$ cat src/rtl/uart_pkg.sv
// Shared UART definitions: receiver state encoding and default timing constants.
package uart_pkg;

    typedef enum logic [2:0] {
        ST_IDLE,
        ST_START,
        ST_DATA,
        ST_STOP,
        ST_BRK
    } rx_state_e;

    localparam int OS_DIV_DEF    = 326;
    localparam int OS_RATE_DEF   = 16;
    localparam int DATA_BITS_DEF = 8;

endpackage

$ cat src/rtl/uart_baud_tick.sv
// Free-running oversample tick: one-clk pulse every OS_DIV clocks.
module uart_baud_tick #(
    parameter int OS_DIV = 326
) (
    input  logic clk,
    input  logic rst_n,
    output logic tick_o
);
    localparam int CW = (OS_DIV > 1) ? $clog2(OS_DIV) : 1;

    logic [CW-1:0] cnt_q, cnt_d;

    assign tick_o = (cnt_q == CW'(OS_DIV - 1));
    assign cnt_d  = tick_o ? '0 : cnt_q + CW'(1);

    always_ff @(posedge clk or negedge rst_n) begin
        if (!rst_n) begin
            cnt_q <= '0;
        end else begin
            cnt_q <= cnt_d;
        end
    end

endmodule

$ cat src/rtl/uart_rx_os16.sv
// 16x-oversampled UART receiver with valid/ready output, framing and overrun flags.
//   state    | meaning
//   ST_IDLE  | line idle, waiting for a falling edge on rxd_s
//   ST_START | counting to mid start bit to confirm it is still low
//   ST_DATA  | sampling payload bits at mid-bit, LSB first
//   ST_STOP  | sampling stop bit; 1 delivers the byte, 0 flags framing error
//   ST_BRK   | line held low after a bad stop bit; wait for it to go high
module uart_rx_os16
    import uart_pkg::*;
#(
    parameter int OS_DIV    = OS_DIV_DEF,
    parameter int OS_RATE   = OS_RATE_DEF,
    parameter int DATA_BITS = DATA_BITS_DEF
) (
    input  logic                 clk,
    input  logic                 rst_n,
    input  logic                 rxd,
    output logic [DATA_BITS-1:0] rx_data,
    output logic                 rx_valid,
    input  logic                 rx_ready,
    output logic                 frame_err,
    output logic                 overrun_err
);
    localparam int SW = $clog2(OS_RATE);
    localparam int BW = $clog2(DATA_BITS + 1);
    localparam logic [SW-1:0] SCNT_HALF = SW'(OS_RATE / 2 - 1);
    localparam logic [SW-1:0] SCNT_LAST = SW'(OS_RATE - 1);
    localparam logic [BW-1:0] BCNT_LAST = BW'(DATA_BITS - 1);

    logic                 tick;
    logic                 rxd_meta_q, rxd_s_q;
    rx_state_e            state_q, state_d;
    logic [SW-1:0]        scnt_q, scnt_d;
    logic [BW-1:0]        bcnt_q, bcnt_d;
    logic [DATA_BITS-1:0] shreg_q, shreg_d;
    logic                 stop_ok, stop_bad;
    logic                 done_q, ferr_q;
    logic [DATA_BITS-1:0] rx_data_q, rx_data_d;
    logic                 rx_valid_q, rx_valid_d;
    logic                 ovr_q, ovr_d;

    uart_baud_tick #(.OS_DIV(OS_DIV)) u_tick (
        .clk    (clk),
        .rst_n  (rst_n),
        .tick_o (tick)
    );

    always_ff @(posedge clk or negedge rst_n) begin
        if (!rst_n) begin
            rxd_meta_q <= 1'b1;
            rxd_s_q    <= 1'b1;
        end else begin
            rxd_meta_q <= rxd;
            rxd_s_q    <= rxd_meta_q;
        end
    end

    always_comb begin
        state_d  = state_q;
        scnt_d   = scnt_q;
        bcnt_d   = bcnt_q;
        shreg_d  = shreg_q;
        stop_ok  = 1'b0;
        stop_bad = 1'b0;
        if (tick) begin
            unique case (state_q)
                ST_IDLE: begin
                    if (!rxd_s_q) begin
                        state_d = ST_START;
                        scnt_d  = '0;
                    end
                end
                ST_START: begin
                    if (scnt_q == SCNT_HALF) begin
                        scnt_d  = '0;
                        bcnt_d  = '0;
                        state_d = rxd_s_q ? ST_IDLE : ST_DATA;
                    end else begin
                        scnt_d = scnt_q + SW'(1);
                    end
                end
                ST_DATA: begin
                    if (scnt_q == SCNT_LAST) begin
                        shreg_d = {rxd_s_q, shreg_q[DATA_BITS-1:1]};
                        scnt_d  = '0;
                        bcnt_d  = bcnt_q + BW'(1);
                        if (bcnt_q == BCNT_LAST) begin
                            state_d = ST_STOP;
                        end
                    end else begin
                        scnt_d = scnt_q + SW'(1);
                    end
                end
                ST_STOP: begin
                    if (scnt_q == SCNT_LAST) begin
                        scnt_d   = '0;
                        stop_ok  = rxd_s_q;
                        stop_bad = !rxd_s_q;
                        state_d  = rxd_s_q ? ST_IDLE : ST_BRK;
                    end else begin
                        scnt_d = scnt_q + SW'(1);
                    end
                end
                ST_BRK: begin
                    if (rxd_s_q) begin
                        state_d = ST_IDLE;
                    end
                end
                default: state_d = ST_IDLE;
            endcase
        end
    end

    always_ff @(posedge clk or negedge rst_n) begin
        if (!rst_n) begin
            state_q <= ST_IDLE;
            scnt_q  <= '0;
            bcnt_q  <= '0;
            shreg_q <= '0;
            done_q  <= 1'b0;
            ferr_q  <= 1'b0;
        end else begin
            state_q <= state_d;
            scnt_q  <= scnt_d;
            bcnt_q  <= bcnt_d;
            shreg_q <= shreg_d;
            done_q  <= stop_ok;
            ferr_q  <= stop_bad;
        end
    end

    // A same-cycle accept frees the holding register, so the new byte replaces it without overrun.
    always_comb begin
        rx_data_d  = rx_data_q;
        rx_valid_d = rx_valid_q;
        ovr_d      = 1'b0;
        if (done_q) begin
            if (!rx_valid_q || rx_ready) begin
                rx_data_d  = shreg_q;
                rx_valid_d = 1'b1;
            end else begin
                ovr_d = 1'b1;
            end
        end else if (rx_valid_q && rx_ready) begin
            rx_valid_d = 1'b0;
        end
    end

    always_ff @(posedge clk or negedge rst_n) begin
        if (!rst_n) begin
            rx_data_q  <= '0;
            rx_valid_q <= 1'b0;
            ovr_q      <= 1'b0;
        end else begin
            rx_data_q  <= rx_data_d;
            rx_valid_q <= rx_valid_d;
            ovr_q      <= ovr_d;
        end
    end

    assign rx_data     = rx_data_q;
    assign rx_valid    = rx_valid_q;
    assign frame_err   = ferr_q;
    assign overrun_err = ovr_q;

endmodule
$ cat config.mk
export PLATFORM = sky130hd
export DESIGN_NAME = uart_rx_os16
export DESIGN_NICKNAME = d
export VERILOG_FILES = /design/src/rtl/uart_pkg.sv /design/src/rtl/uart_baud_tick.sv /design/src/rtl/uart_rx_os16.sv
export SDC_FILE = /design/constraint.sdc
export NUM_CORES = 1
export LEC_CHECK = 0
export CAP_MARGIN = 40
export CORE_MARGIN = 3
export CORE_UTILIZATION = 60
export DETAILED_ROUTE_END_ITERATION = 6
export PLACE_DENSITY = 0.88
export SETUP_SLACK_MARGIN = 0.3
export SLEW_MARGIN = 10
export SYNTH_ARGS = -nofsm -noshare
export SYNTH_HDL_FRONTEND = slang
export SYNTH_SLANG_ARGS = --single-unit
$ cat constraint.sdc
create_clock -name clk -period 4.1 [get_ports clk]
set_clock_uncertainty 0.2 [all_clocks]
set_input_delay 0.82 -clock clk [delete_from_list [all_inputs] [get_ports clk]]
set_output_delay 0.82 -clock clk [all_outputs]
set_load 0.01 [all_outputs]
Yosys cells after proc, flatten, opt, wreduce, memory -nomap -nowiden
Cells that the tools add are included.
{"block": "op_classes", "n_lt_le_gt_ge": 0, "n_div": 0, "muxes": 28, "n_shift": 0, "n_eq_ne": 15, "mul": 0, "add_sub_neg": 3, "n_reduce_logical": 15, "n_bitwise": 0}
{"op": "3-bit 2-to-1 mux", "count": 7}
{"op": "4-bit 2-to-1 mux", "count": 5}
{"op": "3-bit one-hot mux with 5 select lines", "count": 1}
{"op": "2-bit inequality test (second input constant)", "count": 6}
{"op": "4-bit one-hot mux with 3 select lines", "count": 1}
{"op": "1-bit 2-to-1 mux", "count": 11}
{"op": "9-bit by 1-bit adder with 9-bit output (second input constant)", "count": 1}
{"op": "9-bit == test (second input constant)", "count": 1}
{"op": "9-bit 2-to-1 mux", "count": 1}
{"op": "4-bit by 1-bit adder with 4-bit output (second input constant)", "count": 2}
{"op": "4-bit by 3-bit == test with 1-bit output (second input constant)", "count": 2}
{"op": "4-bit one-hot mux with 2 select lines", "count": 1}
{"op": "7-bit AND reduction", "count": 1}
{"op": "3-bit by 2-bit == test with 1-bit output (second input constant)", "count": 2}
{"op": "3-bit AND reduction", "count": 2}
{"op": "4-bit == test (second input constant)", "count": 1}
{"op": "2-bit AND reduction", "count": 2}
{"op": "4-bit AND reduction", "count": 1}
{"op": "2-bit nonzero test", "count": 2}
{"op": "3-bit by 1-bit == test with 1-bit output (second input constant)", "count": 1}
{"op": "3-bit == test (second input constant)", "count": 1}
{"op": "3-bit logical NOT", "count": 1}
{"op": "3-bit nonzero test", "count": 1}
{"op": "1-bit logical NOT", "count": 2}
{"op": "other kinds (5)", "count": 5}
{"block": "totals", "mem_bits_rw": 0, "input_bits": 4, "wordCells": 73, "out_inout_bits": 11, "latchBits": 0, "ff_bits": 42, "memories": 0, "rom_bits": 0}

Longest topological paths before layout
{"block": "logic_depth", "word_depth": 4, "depth_mapped": 7, "depth_no_buf": 6}

Hierarchy
From an unflattened synthesis, not the netlist that was laid out.
{"block": "unflattened", "hier_cells": 160, "hier_area_um2": 1899.3}
{"mod": "uart_rx_os16", "n_inst": 1, "cells_per_inst": 120, "seq_area_each_um2": 828.3, "area_per_inst_um2": 1481.4}
{"mod": "uart_baud_tick", "n_inst": 1, "cells_per_inst": 40, "seq_area_each_um2": 225.2, "area_per_inst_um2": 417.9}

Worst setup path before layout
Ideal clock, no wire load.
{"block": "synth_path", "kind": "reg2reg", "from": "reg u_tick.cnt_q[1]", "to": "reg bcnt_q[2]", "required_time_ps": 3774, "arrival_time_ps": 1724, "setup_time_ps": 126, "stages_incl_launch_ff": 7, "setup_slack_ps": 2050, "synth_period_minus_slack_ps": 2050, "path_cell_list": "dfrtp_1 -> inv_1 -> ha_1 -> and4bb_4 -> nand2_2 -> or4_4 -> a221o_1"}
{"block": "synth_between", "elab_chain_len": 2}
{"item": "from (decl)", "line": "uart_baud_tick.sv:11", "text": "logic [CW-1:0] cnt_q, cnt_d;"}
{"item": "from (signal assigned)", "line": "uart_baud_tick.sv:20", "text": "cnt_q <= cnt_d;"}
{"item": "9-bit == test", "line": "uart_baud_tick.sv:13", "text": "assign tick_o = (cnt_q == CW'(OS_DIV - 1));"}
{"item": "4-bit AND reduction (no source line)"}
{"item": "to (signal assigned)", "line": "uart_rx_os16.sv:125", "text": "bcnt_q <= bcnt_d;"}
{"item": "to (decl)", "line": "uart_rx_os16.sv:34", "text": "logic [BW-1:0] bcnt_q, bcnt_d;"}
No other way between the ends.
A chain may end at the register's enable or synchronous reset.

Worst setup path in the final report
{"block": "layout_path", "from": "reg rx_data_q[5], in the netlist rx_data[5]", "to": "out rx_data[5]"}
{"item": "from (decl)", "line": "uart_rx_os16.sv:38", "text": "logic [DATA_BITS-1:0] rx_data_q, rx_data_d;"}
{"item": "from (signal assigned)", "line": "uart_rx_os16.sv:155", "text": "rx_data_q <= rx_data_d;"}
{"item": "to (decl)", "line": "uart_rx_os16.sv:18", "text": "output logic [DATA_BITS-1:0] rx_data,"}
No word-level cell between the ends.

==> summary.txt <==
Outcome: complete, no violations
Die height: 61.87 um
Cell Area, Synth: 0.001873 mm2
Crit path launch: rx_data[5]$_DFFE_PN0P_
CP Max Fanout: 2
Post-synthesis simple-gate area fraction: 17.37%
Clk Latency, worst-skew pair: 0.34 ns
N_diodes: 0
#FFs+latches synth: 42
Initial antenna violation count: 0
Global-route layer with the greatest usage: met2
Gr usage total: 20.11%
# port buffers: 14
Top FF cell, synth: dfrtp_1
Drt pass-1 iters: 4
EDFF count, synth: 0
Syn Area/Cell: 11.93 um2
Drt wl/cell: 15.73 um
Post-route cell area: 0.002140 mm2
Num CTS Buffers: 5
Nets: 182
GPL Wtd Cong: 0.9008
Fillers: 190
Io pins: 15
CP Class: reg -> out
Crit path buf inv count: 1
DP HPWL: 2296 um
Worst R2R Start: state_q[1]$_DFFE_PN0P_
Fin. Hold Viols: 0
Vias: 1246
CP Capture Type: output port
DP Cell Count: 198
Fraction of layout instances using a drive strength above 1: 21.14%
Max cap viols: 0
Die area: 0.003828 mm2
Post-Synth XOR/XNOR Area: 3.741%
Fmax: 431.7 MHz
Post-synth top area share: 53.44%
Synth Area in Compound Gates: 7.615%
Syn Inst Count: 157
Met2 Use GR: 33.48%
Pleak: 1.005 nW
CTS tree: done
Post-CTS Hold Buffers: 0
Core area: 0.002853 mm2
Most common cell after layout, fill and taps aside: dfrtp_1
Post-Route WL: 3241 um
Worst EP arrival: 1.30 ns
Main combinational cell family by area after synthesis: simple AND/OR/NAND/NOR gates
Synth area leaders: dfrtp_1, mux2_2, nand3_1, dfstp_2, ha_1
Number of global-route vias before repair: 1247
CP max stage delay: 0.56 ns
CP max-delay cell: clkdlybuf4s50_1
Post-synthesis async set-or-reset flop share: 100.0%
Unique masters post-synth: 40
Worst EP required: 3.08 ns
DIE WIDTH: 61.87 um
Nature of the critical path startpoint: register
Worst relative slew slack: 62.77%
Hold crit path type: in -> async
P per Cell Area: 352.9 mW/mm2
Grt ovf: 0
P&R area growth vs syn: 14.23%
Post-route antenna net violation count: 0
First-pass GRT wire length: 5589 um
FP Rows: 19
Largest net degree at the start of global routing: 33
GRT met3 Usage: 4.752%
Synth area leader: dfrtp_1
H-tree depth: 2
Slew @ Worst Pin: 0.5568 ns
Yosys warns: 0
Vias/cell: 6.049
Initial Util: 65.66%
Met1 GRT Util: 24.57%
Clk sinks: 42
Syn Nets: 165
Crit path max-delay family: buffers and inverters
Placed cell area: 0.002033 mm2
Final setup vio count: 0
Peak supply drop: 0.2378 mV
Post-Layout Cell Count: 206
CTS resizes: 0
Root buf cell: clkbuf_4
Setup Buffers After CTS: 0
Drt initial violations: 97
Post-Synth Adder-Cell Area: 2.672%
Mux cell area share after synthesis: 9.552%
Sequential area share after synthesis: 56.25%
RSZ-0062 raised after global routing: no
Fin Setup TNS: 0 ns
Remaining DRCs: 0
Final period util: 56.50%
Critical path, cell by cell: clkdlybuf4s50_1
Clock-pin slew on the worst setup and hold paths: 0.13 ns
Max-slew violations: 0
CTS Buffer Depth: 2
Most frequent cells in the layout: dfrtp_1, mux2_2, nor2_1, clkdlybuf4s50_1, nand3_1
Clock period minus worst slack: 2.317 ns
## worst reg2reg max path, delay by kind of cell, from the launching register on
family | cells | cell delay (ns)
flip-flops | 1 | 0.58
AO/OA/AOI/OAI | 2 | 0.56
AND/OR/NAND/NOR | 2 | 0.92
## power by group
group,internal (mW),switching [mW],total [mW]
Sequential,0.416,0.000902,0.417
Combinational,0.00473,0.00882,0.0135
Clock,0.191,0.134,0.325
## per-layer routing
metal	wire (um)	up-vias
met5	0	-
li1	-	594
met1	1447	615
met4	71	0
met3	103	9
met2	1619	28
## registers in the layout, summed over array words and instances, names as in the netlist
signal	count
shreg_q	8
bcnt_q	4
u_tick.cnt_q	9
rxd_s_q	1
rx_valid	1
done_q	1
overrun_err	1
rx_data	8
scnt_q	4
rxd_meta_q	1
state_q	3
frame_err	1
## final timing paths
path	endpoint	slack, ns	cells past startpoint
setup / recovery	rx_data[5]	1.78	1
hold / removal	u_tick.cnt_q[4]$_DFF_PN0_	0.13	1
setup reg to reg	bcnt_q[3]$_DFFE_PN0P_	1.79	4
hold reg to reg	rxd_s_q$_DFF_PN1_	0.17	0
max in group asynchronous	rxd_s_q$_DFF_PN1_	3.05	2
min in group clk	rxd_s_q$_DFF_PN1_	0.17	0
## layout make-up
cell class / count / area, um2 / share of cell area [%]
Tap cell: 31 / 38.79 / 1.813
Clock inverter: 3 / 68.82 / 3.216
Inverter: 5 / 18.77 / 0.8772
Timing Repair Buffer: 15 / 155.1 / 7.251
Multi-Input combinational cell: 105 / 767.0 / 35.85
Clock buffer: 5 / 37.54 / 1.754
Sequential cell: 42 / 1054 / 49.24
## cell families (layout without fill, tap and decap cells)
group | count (synthesis) | count (layout)
adders and majority gates | 4 | 4
xor gates and xnor gates | 8 | 8
DFF | 42 | 42
and+or+nand+nor | 57 | 57
buffers and inverters | 10 | 28
muxes | 16 | 16
AOI/OAI and AO/OA | 20 | 20
## Yosys cell counts (2+ instances only)
library cell  count
nor3_1            3
nand4b_1          2
o21ai_0           7
dfrtp_1          40
ha_1              4
xnor2_1           5
nor2_1           13
o31ai_1           4
nand3_1          11
nand2b_1          2
dfstp_2           2
a21o_2            2
nand2_1          10
buf_2             2
mux2_2           15
xor2_1            3
and3_1            3
inv_1             5
o41ai_1           3
## metrics by stage
step	power, mW	util [%]	hold WS [ns]	setup WS, ns
after floorplan	0.4260	-	0.1452	2.050
after global placement	0.4360	70.57	0.1467	1.786
after detailed placement	0.4390	71.27	0.1497	1.748
after CTS	0.7599	75.00	0.1324	1.775
after global routing	0.7839	75.00	0.1203	1.594
final	0.7551	75.00	0.1317	1.783
Power figures use the tool's default switching activity.
